### src/rtl/tdm_demux_4ch.sv
// -----------------------------------------------------------------------------
// tdm_demux_4ch
//
// Four-channel time-division demultiplexer. A serial stream of WIDTH-bit beats
// (channel 0 flagged by in_sof) is collected into a four-slot assembly buffer.
// Each complete frame is presented in parallel on a valid/ready output
// register. The assembly buffer and the output register form a double buffer,
// so input keeps streaming while the consumer holds a frame.
//
// Ports:
//   clk        clock, all state updates on the rising edge
//   rst        asynchronous active-high reset
//   in_valid   input beat present
//   in_sof     beat is channel 0 (start of frame), qualified by in_valid
//   in_data    sample data
//   in_ready   block can accept a beat this cycle (low only while FULL)
//   s1, s0     registered channel index the next accepted beat is written to
//   out_valid  parallel frame valid
//   out_ready  consumer accepts the frame
//   ch_a..ch_d channel 0..3 samples of the presented frame
//   frame_err  one-cycle pulse on a framing error
// -----------------------------------------------------------------------------
module tdm_demux_4ch #(
    parameter int WIDTH = 8
) (
    input  logic             clk,
    input  logic             rst,
    input  logic             in_valid,
    input  logic             in_sof,
    input  logic [WIDTH-1:0] in_data,
    output logic             in_ready,
    output logic             s1,
    output logic             s0,
    output logic             out_valid,
    input  logic             out_ready,
    output logic [WIDTH-1:0] ch_a,
    output logic [WIDTH-1:0] ch_b,
    output logic [WIDTH-1:0] ch_c,
    output logic [WIDTH-1:0] ch_d,
    output logic             frame_err
);

    typedef enum logic [1:0] {
        ST_HUNT    = 2'd0,
        ST_SYNC    = 2'd1,
        ST_COLLECT = 2'd2,
        ST_FULL    = 2'd3
    } state_t;

    state_t           state_q;
    logic [1:0]       idx_q;
    logic [1:0]       idx_d;
    logic [WIDTH-1:0] asm_q [4];
    logic [WIDTH-1:0] out_q [4];
    logic             out_valid_q;
    logic             frame_err_q;

    logic accept;
    logic xfer;

    assign in_ready = (state_q != ST_FULL);
    assign accept   = in_valid && in_ready;
    assign xfer     = out_valid_q && out_ready;
    // Never wraps inside a frame: the slot-3 beat leaves COLLECT.
    assign idx_d    = idx_q + 2'd1;

    always_ff @(posedge clk or posedge rst) begin
        if (rst) begin
            state_q     <= ST_HUNT;
            idx_q       <= 2'd0;
            out_valid_q <= 1'b0;
            frame_err_q <= 1'b0;
            for (int i = 0; i < 4; i++) begin
                asm_q[i] <= '0;
                out_q[i] <= '0;
            end
        end else begin
            frame_err_q <= 1'b0;
            // A transfer empties the output register unless a new frame is
            // loaded on the same edge further down (which overrides this).
            if (xfer) begin
                out_valid_q <= 1'b0;
            end

            case (state_q)
                ST_HUNT: begin
                    if (accept && in_sof) begin
                        asm_q[0] <= in_data;
                        idx_q    <= 2'd1;
                        state_q  <= ST_COLLECT;
                    end
                end

                ST_SYNC: begin
                    if (accept) begin
                        if (in_sof) begin
                            asm_q[0] <= in_data;
                            idx_q    <= 2'd1;
                            state_q  <= ST_COLLECT;
                        end else begin
                            frame_err_q <= 1'b1;
                            state_q     <= ST_HUNT;
                        end
                    end
                end

                ST_COLLECT: begin
                    if (accept) begin
                        if (in_sof) begin
                            // Index is always 1..3 here, so an sof is a resync:
                            // drop the partial frame and restart at slot 0.
                            frame_err_q <= 1'b1;
                            asm_q[0]    <= in_data;
                            idx_q       <= 2'd1;
                        end else begin
                            asm_q[idx_q] <= in_data;
                            if (idx_q == 2'd3) begin
                                idx_q <= 2'd0;
                                if (!out_valid_q || out_ready) begin
                                    // Bypass the buffer for slot 3 so the frame
                                    // appears one cycle after its last beat.
                                    out_q[0]    <= asm_q[0];
                                    out_q[1]    <= asm_q[1];
                                    out_q[2]    <= asm_q[2];
                                    out_q[3]    <= in_data;
                                    out_valid_q <= 1'b1;
                                    state_q     <= ST_SYNC;
                                end else begin
                                    state_q <= ST_FULL;
                                end
                            end else begin
                                idx_q <= idx_d;
                            end
                        end
                    end
                end

                ST_FULL: begin
                    if (xfer) begin
                        for (int i = 0; i < 4; i++) begin
                            out_q[i] <= asm_q[i];
                        end
                        out_valid_q <= 1'b1;
                        state_q     <= ST_SYNC;
                    end
                end

                default: begin
                    state_q <= ST_HUNT;
                    idx_q   <= 2'd0;
                end
            endcase
        end
    end

    assign s1        = idx_q[1];
    assign s0        = idx_q[0];
    assign out_valid = out_valid_q;
    assign frame_err = frame_err_q;
    assign ch_a      = out_q[0];
    assign ch_b      = out_q[1];
    assign ch_c      = out_q[2];
    assign ch_d      = out_q[3];

endmodule
### config.mk
export PLATFORM = sky130hd
export DESIGN_NAME = tdm_demux_4ch
export DESIGN_NICKNAME = d
export VERILOG_FILES = /design/src/rtl/tdm_demux_4ch.sv
export SDC_FILE = /design/constraint.sdc
export NUM_CORES = 1
export LEC_CHECK = 0
export CAP_MARGIN = 20
export CORE_ASPECT_RATIO = 1.25
export CORE_MARGIN = 1
export CORE_UTILIZATION = 48
export DETAILED_ROUTE_END_ITERATION = 10
export PLACE_DENSITY = 0.73
export SLEW_MARGIN = 20
export SYNTH_ARGS = -nofsm -noshare
export SYNTH_HDL_FRONTEND = slang
export SYNTH_SLANG_ARGS = --single-unit
### constraint.sdc
create_clock -name clk -period 1.9 [get_ports clk]
set_input_delay 0.19 -clock clk [delete_from_list [all_inputs] [get_ports clk]]
set_output_delay 0.19 -clock clk [all_outputs]
set_load 0.03 [all_outputs]
==> results.md <==
* Switching Fraction at 36.2%
* Delay-heaviest family, CP: compound AO/OA/AOI/OAI gates
* Fmax at 528 MHz
* Seq pwr share at 31.7%
* Tmin final at 1.89 ns
* Critical path peak fanout at 5
* Detail Placement HPWL at 3980 um
* CTS root buffer: clkbuf_8
* Initial antenna violation count at 0
* Area grow syn2layout at 35.5%
* CTS tree: built
* PD cells at 1900 nW/um^2
* Post-Syn Nets at 247
* Leak pwr at 2.00 nW
* Reg-to-reg critical path endpoint: state_q[0]
* Cells on worst reg2reg path at 6
* Layout cells sized above 1 at 41.3%
* H-tree depth at 3
* Maxcap violations at 0
* Clk_skew at 0.00899 ns
* Initial Util at 50.1%
* Peak VDD IR at 934 uV
* Yosys reg bits at 70
* Total power at 0.00800 W
* Most frequent cells in the layout: dfrtp_1, mux2_2, clkdlybuf4s50_1
* Final Net Count at 329
* Critical path data required time at 2.13 ns
* Internal Power at 0.00510 W
* Final WL at 5830 um
* Die X at 74.0 um
* Worst Hold Class: input pin to async pin
* Startpoint Class: flip-flop
* Grt ovf at 0
* Initial drt markers at 65
* Number of vias per cell at 5.03
* Synth unique cells at 30
* Yosys warns at 0
* Final Cycle Share at 99.7%
* Util after Layout at 67.9%
* Drt drc at 0
* Setup CP Type: flip-flop to flip-flop
* Clock latency on the worst-skew pair at 0.34 ns
* CP bufs+invs at 1
* Vias in the first global route at 2041
* Post-synth EDFFs at 0
* Max_slew headroom at 75.6%
* Critical R2R Launch: state_q[0]
* Max Transition Viols Final at 0
* Clk buf depth at 2
* Die Y at 92.0 um
* TritonRoute pass-1 iters at 4
* CP Data Arrival Time at 2.12 ns
* Comb power frac at 51.4%
* # diodes at 0
* Final Hold Viols at 0
* Mean Syn Cell Area at 13.9 sq um
* Actual slew at the worst max-slew pin at 0.365 ns
* Vias at 1988
* Max incr delay on CP at 0.44 ns
* Async SR Flop Fraction at 100%
* Global placement routability congestion at 0.934
* Sw power at 0.00289 W
* Endpoints failing setup at 0
* Sequential element share of the synthesized area at 56.3%
* Fillers at 484
* WL/cell at 14.8 um
* Worst-path clk slew at 0.08 ns
* Clk sinks at 70
* Die ar. at 6810 sq um
* ANT nets after route at 0
* Netlist Area Pre-Place at 3110 sq um
* Setup crit end kind: flip-flop
* R2R Setup Slk at 0.006 ns
* FP Rows at 32
* Count of port buffers added during placement at 49
* Worst path slowest cell: dfrtp_1
* GRT Total Usage at 19.4%
* Core area at 6210 sq um
* CP Cell Sequence: ha_2 -> nand3b_1 -> a221oi_4 -> buf_4 -> o2111ai_2 -> mux2_2
* Commonest non-fill, non-tap cell in the layout: dfrtp_1
* RSZ-0062 raised after global routing: yes
* I/O pin count at 50
* Worst Hold Slack at 0.280 ns
* First-pass GRT wire length at 9620 um
* Clock share of power at 16.9%
* Synthesized netlist cell count at 223
* TritonCTS buffer count at 9
* Largest net degree at the start of global routing at 71
* Primary FF master, synth: dfrtp_1
* Status: finished, final reports clean
[worst reg2reg max path, stage by stage (launching register included)]
cell and delay, ns:
dfrtp_1 0.44, ha_2 0.22, nand3b_1 0.20, a221oi_4 0.32, buf_4 0.17, o2111ai_2 0.13
mux2_2 0.31
[stage by stage]
step                cells  TNS [ns]  worst slack (ns)  cell area (sq um)
floorplan             223         0            0.0124               3120
finish                395         0           0.00550               4210
CTS                   390    -0.467           -0.0296               4150
global placement      374     -1.29           -0.0486               3870
detailed placement    374     -2.38           -0.0853               3870
global route          395     -1.94           -0.0680               4210
[worst max path at each step]
stage	start	to	slack (ns)	depth (start not counted)
after floorplan	state_q[0]	ch_a[0]	0.01	7
after global placement	in_valid	asm_q[22]	-0.05	5
after detailed placement	in_valid	asm_q[31]	-0.09	4
after CTS	state_q[1]	ch_a[0]	-0.03	6
after global routing	state_q[0]	ch_b[5]	-0.07	6
final	state_q[0]	state_q[0]	0.006	6
[Yosys cell counts (2+ instances only)]
cell type,n,area [sq um]
mux2i_1,8,80.1
nand2_1,13,48.8
o21ai_0,3,15.0
nand2_2,3,18.8
mux2_2,65,732
a21oi_1,5,25.0
buf_6,3,33.8
nor2_1,5,18.8
inv_1,17,63.8
ha_1,11,138
or2_2,2,12.5
dfrtp_1,70,1750
[power by group through the flow]
stage	registers (W)	logic, W	clock network, W
6_report	0.00254	0.00411	0.00135
5_1_grt	0.00263	0.00440	0.00143
4_1_cts	0.00255	0.00401	0.00138
3_5_place_dp	0.00257	0.00391	0
3_3_place_gp	0.00254	0.00385	0
2_1_floorplan	0.00324	0.00180	0
[logic make-up after synthesis]
logic type | Yosys count | share of synthesized area (%)
compound gates | 14 | 3.58
fa+ha+maj | 11 | 4.43
flops | 70 | 56.3
buf+inv | 21 | 3.26
simple gates | 33 | 5.92
mux | 74 | 26.5
[flip-flops by register name, summed over array words and instances (netlist names)]
register / flops
state_q: 2
asm_q: 32
out_valid: 1
frame_err: 1
ch_d: 8
ch_c: 8
idx_q: 2
ch_b: 8
ch_a: 8
[repair_timing]
action                     in CTS  in global routing
setup buffers                   0                  5
setup endpoints to repair      60                 67
pin swaps                       2                  4
hold buffers                    0                  0
gates resized for setup         9                  8
[layer usage]
layer  up-vias  global-route usage (%)  routed length (um)
li1        940                       -                   -
met5         -                       0                   0
met1       997                    23.3                2520
met3        10                    5.38                 210
met4         0                    9.46                  93
met2        41                    31.4                3010
[layout make-up]
class	count	area [sq um]	area share, %
Sequential cell	70	1750	41.6
Multi-Input combinational cell	132	1330	31.5
Timing Repair Buffer	75	731	17.3
Clock buffer	10	138	3.27
Tap cell	85	106	2.52
Clock inverter	6	92.6	2.20
Inverter	17	67.6	1.60
No activity file was read; power rests on OpenSTA's default activity.
